## src/rtl/mc_control_fsm.sv

```systemverilog
// rtl/mc_control_fsm.sv - multicycle MIPS main control FSM (optional SRAM_WAIT_EN memory wait/timeout)
module mc_control_fsm #(
  parameter int MEM_TIMEOUT = 15,
  parameter int CNT_W       = 32
) (
  input  logic             clk,
  input  logic             rst,
  input  logic [5:0]       opcode,
  input  logic             src1_zero,
  input  logic             src_equal,
  input  logic             mem_ready,
  output logic             ir_write,
  output logic             pc_write,
  output logic             pc_src,
  output logic             alu_src_b,
  output logic [3:0]       alu_op,
  output logic             reg_write,
  output logic             reg_dst,
  output logic             wb_sel,
  output logic             mem_read,
  output logic             mem_write,
  output logic             illegal,
  output logic             mem_err,
  output logic [CNT_W-1:0] instr_cnt,
  output logic [3:0]       state
);

  typedef enum logic [3:0] {
    S_FETCH    = 4'd0,
    S_DECODE   = 4'd1,
    S_EXEC_R   = 4'd2,
    S_EXEC_I   = 4'd3,
    S_R_WB     = 4'd4,
    S_I_WB     = 4'd5,
    S_MEM_ADDR = 4'd6,
    S_MEM_RD   = 4'd7,
    S_MEM_WR   = 4'd8,
    S_LD_WB    = 4'd9,
    S_BRANCH   = 4'd10,
    S_JUMP     = 4'd11
  } state_t;

  localparam logic [3:0] ALU_ADD = 4'd0;
  localparam logic [3:0] ALU_SUB = 4'd1;

  state_t           state_q, state_d;
  logic [CNT_W-1:0] cnt_q, cnt_d;
  logic             err_q, err_d;

  logic       r_valid;
  logic [3:0] r_op;
  logic       c_ir, c_pcw, c_pcs, c_asb, c_rw, c_rd, c_wb, c_mr, c_mw, c_ill;
  logic [3:0] c_aop;

`ifdef SRAM_WAIT_EN
  localparam int WAIT_W = $clog2(MEM_TIMEOUT + 1);
  logic [WAIT_W-1:0] wait_q, wait_d;
  logic              unused_in;
  assign unused_in = 1'b0;
`else
  // Memory accesses complete in a single cycle, so the handshake and timeout go unused.
  logic unused_in;
  assign unused_in = mem_ready ^ (MEM_TIMEOUT == 0);
`endif

  // R-type opcode to ALU function decode
  always_comb begin
    r_valid = 1'b1;
    r_op    = ALU_ADD;
    case (opcode)
      6'b000001: r_op = 4'd0;
      6'b000011: r_op = 4'd1;
      6'b000101: r_op = 4'd2;
      6'b000110: r_op = 4'd3;
      6'b000111: r_op = 4'd4;
      6'b001000: r_op = 4'd5;
      6'b001001: r_op = 4'd6;
      6'b001010: r_op = 4'd7;
      6'b001011: r_op = 4'd8;
      6'b001100: r_op = 4'd9;
      default:   r_valid = 1'b0;
    endcase
  end

  // Next-state, counters and Moore control decode
  always_comb begin
    state_d = state_q;
    cnt_d   = cnt_q;
    err_d   = 1'b0;
`ifdef SRAM_WAIT_EN
    wait_d  = wait_q;
`endif
    c_ir = 1'b0; c_pcw = 1'b0; c_pcs = 1'b0; c_asb = 1'b0; c_aop = ALU_ADD;
    c_rw = 1'b0; c_rd = 1'b0; c_wb = 1'b0; c_mr = 1'b0; c_mw = 1'b0; c_ill = 1'b0;
    case (state_q)
      S_FETCH: begin
        c_ir    = 1'b1;
        c_pcw   = 1'b1;
        cnt_d   = cnt_q + CNT_W'(1);
        state_d = S_DECODE;
      end
      S_DECODE: begin
        if (opcode == 6'b000000)                           state_d = S_FETCH;
        else if (r_valid)                                  state_d = S_EXEC_R;
        else if (opcode == 6'b100000 || opcode == 6'b100001) state_d = S_EXEC_I;
        else if (opcode == 6'b100100 || opcode == 6'b100101) state_d = S_MEM_ADDR;
        else if (opcode == 6'b101000 || opcode == 6'b101001) state_d = S_BRANCH;
        else if (opcode == 6'b101010)                      state_d = S_JUMP;
        else begin
          c_ill   = 1'b1;
          state_d = S_FETCH;
        end
      end
      S_EXEC_R: begin
        c_aop   = r_op;
        state_d = S_R_WB;
      end
      S_EXEC_I: begin
        c_asb   = 1'b1;
        c_aop   = opcode[0] ? ALU_SUB : ALU_ADD;
        state_d = S_I_WB;
      end
      S_R_WB: begin
        c_rw    = 1'b1;
        c_rd    = 1'b1;
        state_d = S_FETCH;
      end
      S_I_WB: begin
        c_rw    = 1'b1;
        state_d = S_FETCH;
      end
      S_MEM_ADDR: begin
        c_asb   = 1'b1;
        state_d = opcode[0] ? S_MEM_WR : S_MEM_RD;
`ifdef SRAM_WAIT_EN
        wait_d  = '0;
`endif
      end
      S_MEM_RD, S_MEM_WR: begin
        c_asb = 1'b1;
        c_mr  = (state_q == S_MEM_RD);
        c_mw  = (state_q == S_MEM_WR);
`ifdef SRAM_WAIT_EN
        // mem_ready takes priority over a timeout landing in the same cycle
        if (mem_ready) begin
          state_d = (state_q == S_MEM_RD) ? S_LD_WB : S_FETCH;
        end else if (wait_q == WAIT_W'(MEM_TIMEOUT - 1)) begin
          err_d   = 1'b1;
          state_d = S_FETCH;
        end else begin
          wait_d  = wait_q + WAIT_W'(1);
        end
`else
        state_d = (state_q == S_MEM_RD) ? S_LD_WB : S_FETCH;
`endif
      end
      S_LD_WB: begin
        c_rw    = 1'b1;
        c_wb    = 1'b1;
        state_d = S_FETCH;
      end
      S_BRANCH: begin
        c_pcs   = 1'b1;
        c_pcw   = (opcode == 6'b101000) ? src1_zero : ~src_equal;
        state_d = S_FETCH;
      end
      S_JUMP: begin
        c_pcs   = 1'b1;
        c_pcw   = 1'b1;
        state_d = S_FETCH;
      end
      default: state_d = S_FETCH;
    endcase
  end

  // State, instruction counter, wait counter and error pulse registers
  always_ff @(posedge clk) begin
    if (rst) begin
      state_q <= S_FETCH;
      cnt_q   <= '0;
      err_q   <= 1'b0;
`ifdef SRAM_WAIT_EN
      wait_q  <= '0;
`endif
    end else begin
      state_q <= state_d;
      cnt_q   <= cnt_d;
      err_q   <= err_d;
`ifdef SRAM_WAIT_EN
      wait_q  <= wait_d;
`endif
    end
  end

  // Control outputs are forced low while reset is held so an in-flight access drops at once
  always_comb begin
    ir_write  = c_ir  & ~rst;
    pc_write  = c_pcw & ~rst;
    pc_src    = c_pcs & ~rst;
    alu_src_b = c_asb & ~rst;
    alu_op    = rst ? 4'd0 : c_aop;
    reg_write = c_rw  & ~rst;
    reg_dst   = c_rd  & ~rst;
    wb_sel    = c_wb  & ~rst;
    mem_read  = c_mr  & ~rst;
    mem_write = c_mw  & ~rst;
    illegal   = c_ill & ~rst;
`ifdef SRAM_WAIT_EN
    mem_err   = err_q & ~rst;
`else
    mem_err   = 1'b0 & err_q;
`endif
  end

  assign instr_cnt = cnt_q;
  assign state     = state_q;

endmodule
```

## config.mk

```make
export PLATFORM = sky130hd
export DESIGN_NAME = mc_control_fsm
export DESIGN_NICKNAME = d
export VERILOG_FILES = /design/src/rtl/mc_control_fsm.sv
export SDC_FILE = /design/constraint.sdc
export NUM_CORES = 1
export LEC_CHECK = 0
export CELL_PAD_IN_SITES_DETAIL_PLACEMENT = 0
export CELL_PAD_IN_SITES_GLOBAL_PLACEMENT = 1
export CORE_MARGIN = 3
export CORE_UTILIZATION = 37
export CTS_CLUSTER_DIAMETER = 150
export DETAILED_ROUTE_END_ITERATION = 6
export MAX_ROUTING_LAYER = met4
export PLACE_DENSITY_LB_ADDON = 0.25
export SLEW_MARGIN = 20
export SYNTH_ARGS = -nofsm -noshare
export SYNTH_HDL_FRONTEND = slang
export SYNTH_SLANG_ARGS = --single-unit
```

## constraint.sdc

```tcl
create_clock -name clk -period 6.4 [get_ports clk]
set_input_delay 0.64 -clock clk [delete_from_list [all_inputs] [get_ports clk]]
set_output_delay 0.64 -clock clk [all_outputs]
set_load 0.005 [all_outputs]
```

==> qor.yml <==
run_status:
  status: "finished, final reports clean"
pwr:
  power_frac_comb_pct: 13.5
  vdd_drop_max_mv: 0.08929
  power.leakage_uw: 0.0008614
  seqPwrFrac_pct: 49.8
  p_sw_uw: 117.4
  swShare_pct: 24.76
  intPower_uw: 356.8
  p_per_area_mw_per_mm2: 165.7
  p_clk_share_pct: 36.6
  p_total_uw: 474.2
global_route:
  antenna_found_initial: 0
  grt_overflow_total: 0
  grt_max_degree: 46
  grt_pass1_vias: 2118
  grt_use_total_pct: 18.59
  grt_pass1_wl_mm: 9.749
yosys:
  synth_area_leaders: "dfxtp_1, or4_1, a21oi_1, o31ai_1, nor2_1"
  synth_cell_types: 41
  syn_area_mm2: 0.002176
  synth_nets: 294
  yosysTopAreaCell: "dfxtp_1"
  async_flop_share_pct: 0
  synth_ff_type: "dfxtp_1"
  ys_seq_elements: 36
  synth_edf_count: 0
  ys_seq_area_share_pct: 33.12
  synthCells: 282
  yosys_warnings: 0
  syn_area_per_cell_um2: 7.716
  synth_top_cell_area_share_pct: 33.12
timing:
  max_slew_margin_pct: 64.54
  fin_skew_ns: 0.004762
  setup_tns_ns: 0
  min_period_ns: 3.607
  fin_crit_sh_pct: 56.36
  slew_viol_final: 0
  finalHoldViolCount: 0
  layout_setup_ws_ns: 2.793
  clock.fmax_mhz: 277.3
  setup_viol: 0
  tightest_slew_ns: 0.5320
  rsz0062_at_grt: "false"
setup_path:
  critical_path_class: "in -> out"
  critPathLaunchType: "input port"
  crit_fanout: 45
  end_kind: "output port"
  worstPathArrival_ns: 2.97
  worst_ep_required_time_ns: 5.76
clocking:
  tritoncts: "done"
  clk_pin_slew_ns: 0.07
  clock_sinks: 36
  h-tree-depth: 2
  clock_latency_ns: 0.28
  post_cts_resized: 0
  root_buffer: "clkbuf_8"
  cts_setup_buffers: 0
  cts_buffer_depth: 2
  cts-hold-fix-buffers: 0
  numCtsBuffers: 5
floorplanning:
  core_mm2: 0.005608
  io_pins: 62
  start_util_pct: 38.80
  rows: 27
  die-area_mm2: 0.006837
  die_h_um: 82.69
  dieWidth_um: 82.69
hold_path:
  hold_path.class: "reg -> reg"
route:
  drc: 0
  vias: 2245
  dr.pass1.iters: 4
  avgRoutedWirePerCell_um: 14.20
  drt_iter0_markers: 118
  via_per_inst: 5.627
  ant_nets: 0
  drt-total-wl_mm: 5.664
layout:
  diodes: 0
  layout_commonest_cell: "clkdlybuf4s50_1"
  layout_common_cells: "clkdlybuf4s50_1, dfxtp_1, nor2_1, a21oi_1, or4_1"
  fin_area_mm2: 0.002863
  nets: 339
  area_growth_syn_to_layout_pct: 31.57
  drive_gt1_share_pct: 6.422
job:
  drv_cap: 0
place:
  dpl-instance-area_mm2: 0.002766
  dp_slack_ns: 2.809
  hpwl_mm: 3.889
  port_buffers: 59
  gp_routability_congestion: 0.7782
kinds of logic (layout without fill, tap and decap cells):
family | after synthesis | after routing | synth area share [%]
other | 1 | 1 | 0.1723
and+or+nand+nor | 135 | 135 | 35.19
xor gates and xnor gates | 10 | 10 | 4.025
AOI/OAI and AO/OA | 64 | 64 | 18.63
adders and majority gates | 1 | 1 | 0.5750
muxes | 4 | 4 | 2.070
buffers and inverters | 31 | 76 | 6.210
DFF | 36 | 36 | 33.12
sequential cells by signal, summed over array words and instances (netlist names):
register and count:
state 4, instr_cnt 32
layer usage:
metal  share of wire [%]  vias up  global-route usage, %
li1                    -     1138                      -
met1                  49     1053                  24.98
met2                  47       49                  28.85
met3                 3.6        5                  3.579
met4                 1.0        0                  4.412
met5                   0        -                      -
Yosys cell counts (6+ instances only):
library cell / n
nand4_1: 12
or3_1: 6
nand3_1: 10
a21oi_1: 28
nand2_1: 17
nor2_1: 28
dfxtp_1: 36
clkbuf_1: 18
or4_1: 19
nor2b_1: 8
nor4_1: 11
o21ai_0: 8
o31ai_1: 15
inv_1: 8
power groups by stage:
| stage | Sequential (uW) | Combinational [uW] | Clock (uW) |
|---|---|---|---|
| after floorplan | 238 | 42.4 | 0 |
| after global placement | 242 | 64.5 | 0 |
| after detailed placement | 242 | 64.4 | 0 |
| after CTS | 236 | 64.8 | 177 |
| after global routing | 237 | 71.7 | 186 |
| final | 236 | 64.2 | 174 |
layout make-up:
| cell class | count | area (um2) |
|---|---|---|
| clock buffers | 7 | 96.34 |
| well taps | 72 | 90.09 |
| fillers | 575 | 2745 |
| inverters | 8 | 30.03 |
| repair buffers | 61 | 605.6 |
| flip-flops and latches | 36 | 720.7 |
| multi-input cells | 215 | 1320 |
through the flow:
stage	hold slack (ns)	cells	util [%]
2_1_floorplan	0.4767	282	-
3_3_place_gp	0.4809	392	49.33
3_5_place_dp	0.4827	392	49.33
4_1_cts	0.4918	399	51.05
5_1_grt	0.5403	399	51.05
6_report	0.4926	399	51.05
worst paths after layout:
kind         slack (ns)  depth (start not counted)                          to                  startpoint
max                2.79                          7                   alu_op[1]                         rst
min                0.49                          2  instr_cnt[28]$_SDFFE_PP0P_  instr_cnt[28]$_SDFFE_PP0P_
max reg2reg        3.84                          4  instr_cnt[30]$_SDFFE_PP0P_         state[0]$_SDFF_PP0_
min reg2reg        0.49                          2  instr_cnt[28]$_SDFFE_PP0P_  instr_cnt[28]$_SDFFE_PP0P_
worst max-delay path, stage by stage:
cell and delay (ns):
clkdlybuf4s50_1 0.39, buf_4 0.27, nor2_1 0.18, nand2_1 0.08
or4_1 0.48, a2111oi_0 0.34, clkdlybuf4s50_1 0.58
Note: power is estimated with default switching activity, not from simulation.
